--- src/rtl/b_result_unloader.sv ---
// Captures the 10 upper-triangle B = A^T*A results tagged by out_sel, then streams the
// symmetric 4x4 matrix row-major from a shadow bank so the next frame can be captured meanwhile.
module b_result_unloader #(
    parameter int DW = 16
) (
    input  logic          CLK,
    input  logic          reset,
    input  logic [3:0]    out_sel,
    input  logic [DW-1:0] acc_in,
    input  logic          sclr,
    input  logic          out_ready,
    output logic          out_valid,
    output logic [DW-1:0] out_data,
    output logic [1:0]    out_row,
    output logic [1:0]    out_col,
    output logic          frame_done,
    output logic          overrun
);

    typedef enum logic {IDLE, STREAM} state_t;

    state_t        state_q, state_d;
    logic [DW-1:0] cap_q    [10];
    logic [DW-1:0] cap_d    [10];
    logic [DW-1:0] shadow_q [10];
    logic [DW-1:0] shadow_d [10];
    logic [9:0]    mask_q, mask_d;
    logic          pending_q, pending_d;
    logic [3:0]    beat_q, beat_d;
    logic          valid_q, valid_d;
    logic [DW-1:0] data_q, data_d;
    logic          frame_done_q, frame_done_d;
    logic          overrun_q, overrun_d;
    logic          sel_hit;
    logic [3:0]    sel_idx;
    logic          load;

    // Upper-triangle storage index of beat (row, col), using min/max for symmetry.
    function automatic logic [3:0] elem_idx(input logic [3:0] b);
        logic [1:0] r, c, lo, hi;
        logic [3:0] idx;
        r   = b[3:2];
        c   = b[1:0];
        lo  = (r < c) ? r : c;
        hi  = (r < c) ? c : r;
        idx = 4'd0;
        case ({lo, hi})
            4'b0000: idx = 4'd0;
            4'b0001: idx = 4'd1;
            4'b0010: idx = 4'd2;
            4'b0011: idx = 4'd3;
            4'b0101: idx = 4'd4;
            4'b0110: idx = 4'd5;
            4'b0111: idx = 4'd6;
            4'b1010: idx = 4'd7;
            4'b1011: idx = 4'd8;
            4'b1111: idx = 4'd9;
            default: idx = 4'd0;
        endcase
        return idx;
    endfunction

    assign sel_hit = (out_sel >= 4'd1) && (out_sel <= 4'd10);
    assign sel_idx = out_sel - 4'd1;

    always_comb begin
        cap_d        = cap_q;
        shadow_d     = shadow_q;
        mask_d       = mask_q;
        pending_d    = pending_q;
        overrun_d    = overrun_q;
        state_d      = state_q;
        beat_d       = beat_q;
        valid_d      = valid_q;
        data_d       = data_q;
        frame_done_d = 1'b0;
        load         = 1'b0;

        // Capture side; frozen once a complete frame is waiting for the shadow bank.
        if (sclr) begin
            mask_d    = '0;
            pending_d = 1'b0;
            for (int i = 0; i < 10; i++) cap_d[i] = '0;
        end else if (sel_hit) begin
            if (pending_q) begin
                overrun_d = 1'b1;
            end else begin
                cap_d[sel_idx]  = acc_in;
                mask_d[sel_idx] = 1'b1;
                if (&mask_d) pending_d = 1'b1;
            end
        end

        case (state_q)
            IDLE: begin
                if (pending_q) load = 1'b1;
            end
            STREAM: begin
                if (out_ready) begin
                    if (beat_q == 4'd15) begin
                        frame_done_d = 1'b1;
                        if (pending_q) begin
                            load = 1'b1;
                        end else begin
                            state_d = IDLE;
                            valid_d = 1'b0;
                            data_d  = '0;
                            beat_d  = 4'd0;
                        end
                    end else begin
                        beat_d = beat_q + 4'd1;
                        data_d = shadow_q[elem_idx(beat_q + 4'd1)];
                    end
                end
            end
            default: state_d = IDLE;
        endcase

        // Hand the captured frame to the shadow bank and start at beat 0 (b11).
        if (load) begin
            shadow_d  = cap_q;
            state_d   = STREAM;
            valid_d   = 1'b1;
            beat_d    = 4'd0;
            data_d    = cap_q[0];
            mask_d    = '0;
            pending_d = 1'b0;
        end
    end

    always_ff @(posedge CLK or posedge reset) begin
        if (reset) begin
            for (int i = 0; i < 10; i++) begin
                cap_q[i]    <= '0;
                shadow_q[i] <= '0;
            end
            mask_q       <= '0;
            pending_q    <= 1'b0;
            overrun_q    <= 1'b0;
            state_q      <= IDLE;
            beat_q       <= 4'd0;
            valid_q      <= 1'b0;
            data_q       <= '0;
            frame_done_q <= 1'b0;
        end else begin
            cap_q        <= cap_d;
            shadow_q     <= shadow_d;
            mask_q       <= mask_d;
            pending_q    <= pending_d;
            overrun_q    <= overrun_d;
            state_q      <= state_d;
            beat_q       <= beat_d;
            valid_q      <= valid_d;
            data_q       <= data_d;
            frame_done_q <= frame_done_d;
        end
    end

    assign out_valid  = valid_q;
    assign out_data   = data_q;
    assign out_row    = beat_q[3:2];
    assign out_col    = beat_q[1:0];
    assign frame_done = frame_done_q;
    assign overrun    = overrun_q;

endmodule

--- config.mk ---
export PLATFORM = sky130hd
export DESIGN_NAME = b_result_unloader
export DESIGN_NICKNAME = d
export VERILOG_FILES = /design/src/rtl/b_result_unloader.sv
export SDC_FILE = /design/constraint.sdc
export NUM_CORES = 1
export LEC_CHECK = 0
export CORE_AREA = 5 5 184 168
export DETAILED_ROUTE_END_ITERATION = 10
export DIE_AREA = 0 0 189 173
export HOLD_SLACK_MARGIN = 0.06
export PLACE_DENSITY = 0.7
export SLEW_MARGIN = 20
export SYNTH_ARGS = -nofsm -noshare
export SYNTH_HDL_FRONTEND = slang
export SYNTH_SLANG_ARGS = --single-unit
--- constraint.sdc ---
create_clock -name CLK -period 27.6 [get_ports CLK]
set_clock_uncertainty 0.2 [all_clocks]
set_input_delay 5.52 -clock CLK [delete_from_list [all_inputs] [get_ports CLK]]
set_output_delay 5.52 -clock CLK [all_outputs]
set_load 0.02 [all_outputs]
==> results of run 1 <==
==> flip-flops by register name, indices dropped and copies added, names as in the netlist <==
register / flops
shadow_q: 160
overrun: 1
cap_q: 160
pending_q: 1
beat_q: 4
state_q: 1
out_data: 16
out_valid: 1
frame_done: 1
mask_q: 10
==> per-layer routing <==
| metal | vias to the layer above | GRT usage, % | share of wire [%] |
|---|---|---|---|
| li1 | 5892 | - | - |
| met1 | 6342 | 40.5 | 44 |
| met2 | 519 | 40.5 | 45 |
| met3 | 86 | 4.62 | 8.1 |
| met4 | 0 | 7.35 | 2.4 |
| met5 | - | 0 | 0 |
==> worst paths after layout <==
path                           endpoint  slack, ns  cells after the start
max                           mask_q[9]      18.82                      7
min                        shadow_q[72]       0.25                      2
max reg2reg                 out_data[4]      22.39                     12
min reg2reg                shadow_q[72]       0.25                      2
max in group asynchronous     cap_q[31]      20.58                      3
min in group asynchronous  shadow_q[45]       5.34                      2
==> Yosys cell counts, types with 15 or more instances <==
master	count
o221a_1	15
nor2_1	17
dfrtp_1	355
a21oi_1	183
clkbuf_1	107
a221oi_1	29
o211ai_1	18
mux2i_1	20
nand2_1	875
o221ai_1	15
a22oi_1	15
==> metrics by stage <==
step	cells	total power [mW]
finish	2164	1.10
global route	2164	1.13
CTS	2164	1.11
detailed placement	2098	0.578
global placement	2097	0.577
floorplan	1799	0.563
==> cell type report <==
cell class	instances	share of cell area, %
Clock inverter	16	1.40
Inverter	6	0.171
Timing Repair Buffer	62	3.36
Multi-Input combinational cell	1309	35.8
Clock buffer	50	6.02
Tap cell	366	2.61
Sequential cell	355	50.6
==> placed cells by master, fill, tap and decap left out, drive strengths merged, types with 16 or more instances in the layout <==
master         synthesis  final
nand2                875    875
dfrtp                355    355
a21oi                184    184
clkbuf               107     50
clkdlybuf4s50          0     45
a221oi                29     29
mux2i                 20     20
o211ai                18     18
buf                   22     17
nor2                  17     17
o221a                 16     16
==> power groups by stage <==
stage	sequential, mW	combinational (mW)	clock [mW]
after floorplan	0.538	0.0250	0
after global placement	0.538	0.0396	0
final	0.528	0.0402	0.534
after global routing	0.529	0.0448	0.561
after CTS	0.528	0.0404	0.540
after detailed placement	0.538	0.0403	0
==> worst register-to-register path, cell delays in order (launching register included) <==
cell and delay (ns):
dfrtp_1 0.96, nand3_1 0.18, xor2_1 0.29, inv_1 0.10
ha_1 0.41, nor2b_1 0.26, or3_1 0.41, a21oi_2 0.23
or2_2 0.15, buf_4 0.55, a221oi_1 0.28, a311oi_1 0.81
o221a_1 0.33
==> cell families (layout without fill, tap and decap cells) <==
group | count (synthesis) | in the layout | synth area share (%)
adder cells (fa/ha/maj) | 4 | 4 | 0.321
AND/OR/NAND/NOR | 940 | 940 | 23.3
AO/OA/AOI/OAI | 341 | 341 | 14.4
buffers and inverters | 135 | 134 | 3.50
XOR/XNOR | 3 | 3 | 0.217
multiplexers | 21 | 21 | 1.36
flip-flops | 355 | 355 | 56.9
==> key figures, run 1 <==
Route
  – WL final: 43800 um
  – Initial DRC count: 1424
  – Wire length per cell: 20.3 um
  – Overall via count from detail_route: 12839
  – First-pass DRT Iterations: 6
  – Number of nets still failing antenna checks after routing: 0
  – Post-detailed-route via-to-cell ratio: 5.93
  – Number of remaining DRC errors: 0

Global route
  – Overflow left after global routing: 0
  – Number of global-route vias before repair: 12522
  – Initial antenna violation count: 0
  – Global-route usage over all layers: 26.8%
  – Largest net degree at the start of global routing: 115
  – Global-route wire length before repair: 70200 um

Power
  – Worst vdd ir: 0.0479 mV
  – Share of power burned in registers: 47.9%
  – Int Pwr: 861 uW
  – Static leakage: 8.11 nW
  – Switching Share: 22.0%
  – Reported net switching power: 242 uW
  – Proportion of power drawn by combinational gates: 3.6%
  – Part of the power in the clock network: 48.4%
  – Power per unit of standard cell area: 62.8 nW/um^2

Synthesis
  – Number of distinct standard cells referenced by the synthesized netlist: 57
  – Number of enable-type register cells in the synthesized netlist: 0
  – Post-synth ARST share: 100%
  – Top cells by area in the synthesized netlist: dfrtp_1 57%, nand2_1 21%, a21oi_1 5.9%, clkbuf_1 2.6%, a221oi_1 1.6%
  – Yosys top cell by area: dfrtp_1
  – Syn Inst Count: 1799
  – Number of synthesized register bits: 355
  – Main flop type after synthesis: dfrtp_1
  – Number of warnings reported in the yosys synthesis log: 0
  – Synth Cell Area: 15600 sq um
  – Mapped Avg Cell Area: 8.67 sq um
  – Share of synthesized area occupied by flip-flops and latches: 56.9%
  – Fraction of synthesized cell area taken by the top area cell type: 56.9%
  – Nets in the synthesized netlist: 1827

Timing
  – Max Transition Viols Final: 0
  – Setup-failing EPs final: 0
  – Max Freq: 114 MHz
  – Least-Margin Pin Slew: 1.18 ns
  – Hold_ws: 0.250 ns
  – Smallest setup slack after layout: 18.82 ns
  – Final Hold Viols: 0
  – Setup_tns: 0 ns
  – Share of the clock period used by the worst path: 31.8%
  – Shortest period the worst path allows: 8.78 ns
  – Slew Limit Headroom: 21.4%
  – Setup repair after global routing missed its margin: no

Floorplan
  – Die ar.: 32700 sq um
  – Count of pins on the block boundary: 47
  – Height of the die: 173 um
  – Die Width: 189 um
  – Area of the core: 28700 sq um
  – Number of cell rows: 59
  – Starting Density: 54.3%

Place
  – Pre-CTS setup slack: 18.31 ns
  – Number of buffers inserted by port buffering: 46
  – Placed Area: 16200 sq um
  – Final Wtd Congestion: 0.800
  – HPWL after DPL: 25500 um

Clocking
  – Maximum level of the CTS H-tree: 2
  – TritonCTS buffer count: 38
  – Clock transition at path regs: 0.07 ns
  – Root buffer selected by CTS: clkbuf_16
  – Post CTS Setup Buffer Count: 0
  – Count of clock tree sinks: 355
  – Number of cells upsized or downsized after cts: 0
  – CTS tree: yes
  – Worst-skew pair later-pin latency: 0.52 ns
  – Count of hold buffers inserted by post-cts repair: 0
  – Max clock buf depth: 3

Critical path
  – Critical-path top delay cell: and2_4
  – Worst Setup End Kind: register
  – Worst reg2reg path startpoint: beat_q[0]
  – Highest cell delay on the worst timing path: 0.95 ns
  – Critical path launch point type: primary input
  – Maximum fanout encountered on the critical timing path: 96
  – Total buffers and inverters traversed by the critical path: 2
  – Required time at the worst-slack endpoint: 27.81 ns
  – Setup Crit Path Kind: in2reg
  – Arrival @ worst endpoint: 8.99 ns
  – Worst setup path start: out_ready
  – Critical path cell sequence: clkdlybuf4s50_1 -> nand2_1 -> o21ai_0 -> and2_4 -> buf_4 -> nor2_1 -> o21a_1
  – Gate family responsible for the most delay along the worst path: buffers and inverters

Layout
  – Utilization of the core after routing: 61.1%
  – Share of layout cells above drive strength 1: 5.56%
  – N_diodes: 0
  – Number of nets in the finished design: 1800
  – Area of the multi-input gates: 6290 sq um
  – Post-synthesis to final-layout area growth: 12.5%
  – # fillers: 2478
  – Final std cell area, no fill: 17600 sq um
  – Register Area: 8880 sq um

Run
  – Max-cap viol count: 0

Hold path
  – Path category of the worst min-delay check: reg2reg
  – Launch point of the worst hold path: cap_q[72]

Status
  – Status: finished clean
Note: power is estimated with default switching activity, not from simulation.
==> inputs of run 2 (changes only) <==
==> constraint.sdc (replaced) <==
create_clock -name CLK -period 8.9 [get_ports CLK]
set_clock_uncertainty 0.2 [all_clocks]
set_input_delay 1.78 -clock CLK [delete_from_list [all_inputs] [get_ports CLK]]
set_output_delay 1.78 -clock CLK [all_outputs]
set_load 0.02 [all_outputs]
==> key figures, run 2 (same netlist as run 1, synthesis figures left out) <==
Place
  – HPWL after DPL: 25700 um (+0.65%)
  – Pre-CTS setup slack: 3.72 ns (-14.59 ns)
  – Number of buffers inserted by port buffering: 46 (unchanged)
  – Final Wtd Congestion: 0.838 (+4.7%)
  – Placed Area: 16300 sq um (+0.16%)

Floorplan
  – Die Width: 189 um (unchanged)
  – Starting Density: 54.3% (unchanged)
  – Height of the die: 173 um (unchanged)
  – Number of cell rows: 59 (unchanged)
  – Die ar.: 32700 sq um (unchanged)
  – Area of the core: 28700 sq um (unchanged)
  – Count of pins on the block boundary: 47 (unchanged)

Route
  – First-pass DRT Iterations: 5 (-1)
  – Wire length per cell: 20.5 um (+0.98%)
  – Overall via count from detail_route: 12749 (-0.70%)
  – Number of remaining DRC errors: 0 (unchanged)
  – Post-detailed-route via-to-cell ratio: 5.88 (-0.84%)
  – Number of nets still failing antenna checks after routing: 0 (unchanged)
  – Initial DRC count: 1300 (-8.7%)
  – WL final: 44300 um (+1.1%)

Timing
  – Share of the clock period used by the worst path: 56.7%
  – Final Hold Viols: 0 (unchanged)
  – Setup_tns: 0 ns (unchanged)
  – Smallest setup slack after layout: 3.85 ns (-14.97 ns)
  – Shortest period the worst path allows: 5.05 ns
  – Max Freq: 198 MHz
  – Slew Limit Headroom: 16.7% (-4.7 points)
  – Setup repair after global routing missed its margin: no
  – Least-Margin Pin Slew: 1.25 ns (+0.0707 ns)
  – Setup-failing EPs final: 0 (unchanged)
  – Max Transition Viols Final: 0 (unchanged)

Layout
  – Most common library cell in the layout ignoring fill and taps: nand2_1
  – Post-synthesis to final-layout area growth: 12.4% (about the same)
  – Utilization of the core after routing: 61.1% (about the same)
  – Final std cell area, no fill: 17500 sq um (about the same)
  – Number of nets in the finished design: 1802 (+0.11%)
  – Share of layout cells above drive strength 1: 5.34% (-0.23 points)
  – Most used cells in the layout excluding fill and tap cells: 874 x nand2_1, 355 x dfrtp_1, 183 x a21oi_1

Global route
  – Initial antenna violation count: 1 (+1)
  – Global-route usage over all layers: 27.0% (+0.19 points)
  – Number of global-route vias before repair: 12315 (-1.7%)
  – Largest net degree at the start of global routing: 186 (+62%)
  – Global-route wire length before repair: 70200 um (+0.11%)
  – Overflow left after global routing: 0 (unchanged)

Critical path
  – Arrival @ worst endpoint: 5.30 ns (-3.69 ns)
  – Gate family responsible for the most delay along the worst path: compound AO/OA/AOI/OAI gates
  – Critical path launch point type: register
  – Critical path cell sequence: nand3_1 -> xor2_1 -> inv_1 -> ha_1 -> nor2b_1 -> or3_1 -> a21oi_2 -> or2_2 -> a221oi_1 -> a311oi_1 -> o221a_1
  – Setup Crit Path Kind: reg2reg
  – Critical-path top delay cell: dfrtp_1
  – Maximum fanout encountered on the critical timing path: 29 (-70%)
  – Total buffers and inverters traversed by the critical path: 1 (-1)
  – Required time at the worst-slack endpoint: 9.15 ns (-18.66 ns)
  – Worst Setup End Kind: register
  – Highest cell delay on the worst timing path: 0.97 ns (+0.02 ns)

Power
  – Worst vdd ir: 0.157 mV (+230%)
  – Power per unit of standard cell area: 192 nW/um^2 (+210%)
  – Post-layout total power: 3.36 mW (+210%)
  – Static leakage: 8.11 nW (about the same)

Clocking
  – Count of clock tree sinks: 355 (unchanged)
  – Maximum level of the CTS H-tree: 2 (unchanged)
  – Number of cells upsized or downsized after cts: 0 (unchanged)
  – Clock transition at path regs: 0.06 ns (about the same)
  – TritonCTS buffer count: 38 (unchanged)
  – Root buffer selected by CTS: clkbuf_16
  – Post CTS Setup Buffer Count: 0 (unchanged)
  – Worst-skew pair later-pin latency: 0.52 ns (about the same)
  – CTS tree: yes
  – Max clock buf depth: 3 (unchanged)
  – Count of hold buffers inserted by post-cts repair: 0 (unchanged)

Run
  – Max-cap viol count: 0 (unchanged)

Status
  – Status: finished clean

Hold path
  – Path category of the worst min-delay check: reg2reg
run 2: report_power, final:
part	switching, mW	total [mW]	leakage (nW)	internal, mW
Combinational	0.0975	0.126	2.63	0.0282
Sequential	0.00894	1.64	4.86	1.63
Clock	0.629	1.60	0.614	0.971
Total	0.735	3.36	8.11	2.63
run 2: per-layer routing:
layer,global-route usage (%),part of all wire [%]
met2,40.6,45
met1,39.7,43
met5,0,0
met4,6.98,1.8
met3,6.71,10
run 2: layout make-up:
class	count	area [sq um]
timing repair buffer	64	642
antenna	2	5.00
multi-input combinational	1309	6270
fill	2451	11200
tap	366	458
sequential	355	8880
clock inverter	9	153
clock buffer	56	1100
inverter	6	26.3
run 2: worst reg2reg max path: cells and delay by family (launching register included):
kind | cells | cell delay, ns
adders and majority gates | 1 | 0.41
DFF | 1 | 0.97
AOI/OAI and AO/OA | 4 | 1.55
xor gates and xnor gates | 1 | 0.26
buffers and inverters | 1 | 0.10
and+or+nand+nor | 4 | 1.49
run 2: path summary, 6_finish.rpt:
| path | depth (start not counted) | endpoint | from | slack [ns] |
|---|---|---|---|---|
| max | 11 | out_data[13] | beat_q[0] | 3.85 |
| min | 2 | shadow_q[62] | cap_q[62] | 0.25 |
| max reg2reg | 11 | out_data[13] | beat_q[0] | 3.85 |
| min reg2reg | 2 | shadow_q[62] | cap_q[62] | 0.25 |
| max in group asynchronous | 4 | shadow_q[0] | reset | 5.79 |
| min in group asynchronous | 3 | shadow_q[57] | reset | 1.47 |
run 2: metrics by stage:
stage          cells  hold slack (ns)
2_1_floorplan   1799            0.237
6_report        2167            0.251
3_5_place_dp    2099            0.248
3_3_place_gp    2098            0.245
4_1_cts         2164            0.252
5_1_grt         2166            0.277
==> inputs of run 3 (changes only) <==
==> constraint.sdc (replaced) <==
create_clock -name CLK -period 5.2 [get_ports CLK]
set_clock_uncertainty 0.2 [all_clocks]
set_input_delay 1.04 -clock CLK [delete_from_list [all_inputs] [get_ports CLK]]
set_output_delay 1.04 -clock CLK [all_outputs]
set_load 0.02 [all_outputs]
==> key figures, run 3 (same netlist as run 1, synthesis figures left out) <==
Clocking
  – Max clock buf depth: 3 (unchanged)
  – Clock transition at path regs: 0.06 ns (about the same)
  – CTS tree: yes
  – Worst-skew pair later-pin latency: 0.52 ns (about the same)
  – TritonCTS buffer count: 37 (-2.6%)
  – Post CTS Setup Buffer Count: 0 (unchanged)
  – Count of clock tree sinks: 355 (unchanged)
  – Maximum level of the CTS H-tree: 2 (unchanged)
  – Count of hold buffers inserted by post-cts repair: 0 (unchanged)
  – Number of cells upsized or downsized after cts: 0 (unchanged)
  – Root buffer selected by CTS: clkbuf_16

Route
  – Highest metal layer with signal wires: met4
  – Number of nets still failing antenna checks after routing: 0 (unchanged)
  – WL final: 46400 um (+4.6%)
  – Wire length per cell: 21.3 um (+4.0%)
  – Overall via count from detail_route: 13100 (+2.8%)
  – Detail Route met3 WL: 4830 um (+9.0%)
  – Number of remaining DRC errors: 0 (unchanged)
  – Routed metal-1 wirelength: 20400 um (+6.6%)
  – Initial DRC count: 1548 (+19%)
  – Met2 wire length: 20100 um (+0.54%)
  – First-pass DRT Iterations: 6 (+1)
  – Post-detailed-route via-to-cell ratio: 6.01 (+2.1%)

Critical path
  – Critical path cell sequence: buf_4 -> ha_1 -> ha_1 -> nor2b_1 -> or3_1 -> a21oi_2 -> or2_2 -> buf_4 -> a221oi_1 -> a311oi_1 -> o221a_1
  – Cell count of the worst reg-to-reg path: 11 (unchanged)
  – Worst Setup End Kind: register
  – Setup Crit Path Kind: reg2reg
  – Critical-path top delay cell: or2_2
  – Highest cell delay on the worst timing path: 0.67 ns (-0.30 ns)
  – Required time at the worst-slack endpoint: 5.46 ns (-3.69 ns)
  – Maximum fanout encountered on the critical timing path: 34 (+17%)
  – Critical path launch point type: register
  – R2R setup slack: 0.94 ns (-2.91 ns)
  – Arrival @ worst endpoint: 4.51 ns (-0.79 ns)

Place
  – Placed Area: 16400 sq um (+1.1%)
  – Number of buffers inserted by port buffering: 46 (unchanged)
  – # placed instances: 2114 (+0.71%)
  – HPWL after DPL: 28500 um (+11%)
  – Final Wtd Congestion: 0.879 (+4.9%)

Layout
  – Most used cells in the layout excluding fill and tap cells: 874 x nand2_1, 355 x dfrtp_1, 183 x a21oi_1
  – Final std cell area, no fill: 17600 sq um (+0.61%)
  – Most common library cell in the layout ignoring fill and taps: nand2_1
  – Layout Cells excl Fill: 2180 (+0.60%)
  – N_diodes: 0 (-2)
  – Number of nets in the finished design: 1816 (+0.78%)
  – Post-synthesis to final-layout area growth: 13.1%
  – Utilization of the core after routing: 61.5% (+0.37 points)
  – Share of layout cells above drive strength 1: 6.12% (+0.78 points)

Hold path
  – Number of stages on the worst hold path: 2 (unchanged)
  – Path category of the worst min-delay check: reg2reg

Floorplan
  – Number of cell rows: 59 (unchanged)
  – Area of the core: 28700 sq um (unchanged)
  – Height of the die: 173 um (unchanged)
  – Count of pins on the block boundary: 47 (unchanged)
  – Starting Density: 54.3% (unchanged)
  – Die Width: 189 um (unchanged)
  – Die ar.: 32700 sq um (unchanged)

Global route
  – Number of global-route vias before repair: 12464 (+1.2%)
  – Global-route usage over all layers: 28.3% (+1.3 points)
  – Initial antenna violation count: 0 (-1)
  – Largest net degree at the start of global routing: 97 (-48%)
  – Overflow left after global routing: 0 (unchanged)
  – Global-route wire length before repair: 73300 um (+4.4%)

Run
  – Max-cap viol count: 0 (unchanged)

Timing
  – Final Hold Viols: 0 (unchanged)
  – Max Transition Viols Final: 0 (unchanged)
  – Least-Margin Pin Slew: 1.15 ns (-0.0997 ns)
  – Setup repair after global routing missed its margin: no
  – Setup-failing EPs final: 0 (unchanged)
  – Share of the clock period used by the worst path: 81.8% (+25 points)
  – Max Freq: 235 MHz (+19%)
  – Slew Limit Headroom: 23.4% (+6.7 points)
  – Shortest period the worst path allows: 4.26 ns (-0.794 ns)

Power
  – Worst vdd ir: 0.275 mV (+75%)
  – Static leakage: 8.18 nW (+0.93%)
  – Power per unit of standard cell area: 321 nW/um^2 (+67%)

Status
  – Status: finished clean
## run 3: cell types whose count changed in the layout (fill, tap and decap cells not counted), sizes merged
cell / delta
bufinv: -3
buf: +15
diode: -2
inv: -1
clkinvlp: +1
clkinv: +3
## run 3: path summary, 6_finish.rpt
path                                 start            end
worst max register to register   beat_q[0]   out_data[13]
max in group asynchronous            reset     cap_q[126]
worst min-delay path            cap_q[129]  shadow_q[129]
min in group asynchronous            reset      cap_q[13]
worst min register to register  cap_q[129]  shadow_q[129]
worst max-delay path             beat_q[0]   out_data[13]
## run 3: area by class of cell
cell class	instances	area, sq um
clock buffers	56	1120
repair buffers	79	806
well taps	366	458
flip-flops and latches	355	8880
inverters	6	26.3
fillers	2452	11100
multi-input cells	1309	6270
clock inverters	9	80.1
## run 3: per-layer routing
layer / vias up / global-route usage, %
met3: 79 / 6.03
met5: - / 0
met4: 0 / 6.83
met1: 6450 / 43.6
li1: 5935 / -
met2: 636 / 41.4
## run 3: power breakdown
part / internal (mW) / switching (mW)
Combinational: 0.0531 / 0.174
Sequential: 2.79 / 0.0153
Clock: 1.54 / 1.09
Total: 4.38 / 1.28
## run 3: critical path, delay by kind of cell, from the launching register on
kind / cells / cell delay [ns]
compound gates: 4 / 0.91
fa+ha+maj: 2 / 0.79
buf+inv: 2 / 0.57
flops: 1 / 0.40
simple gates: 3 / 1.29
## run 3: metrics by stage
step	TNS, ns	power (mW)	hold WS [ns]	setup WS (ns)
2_1_floorplan	-282.70	2.99	0.237	-0.796
3_5_place_dp	0	3.08	0.249	1.01
4_1_cts	0	5.69	0.263	0.978
5_1_grt	0	5.82	0.268	0.706
6_report	0	5.66	0.261	0.945
3_3_place_gp	0	3.08	0.242	1.14
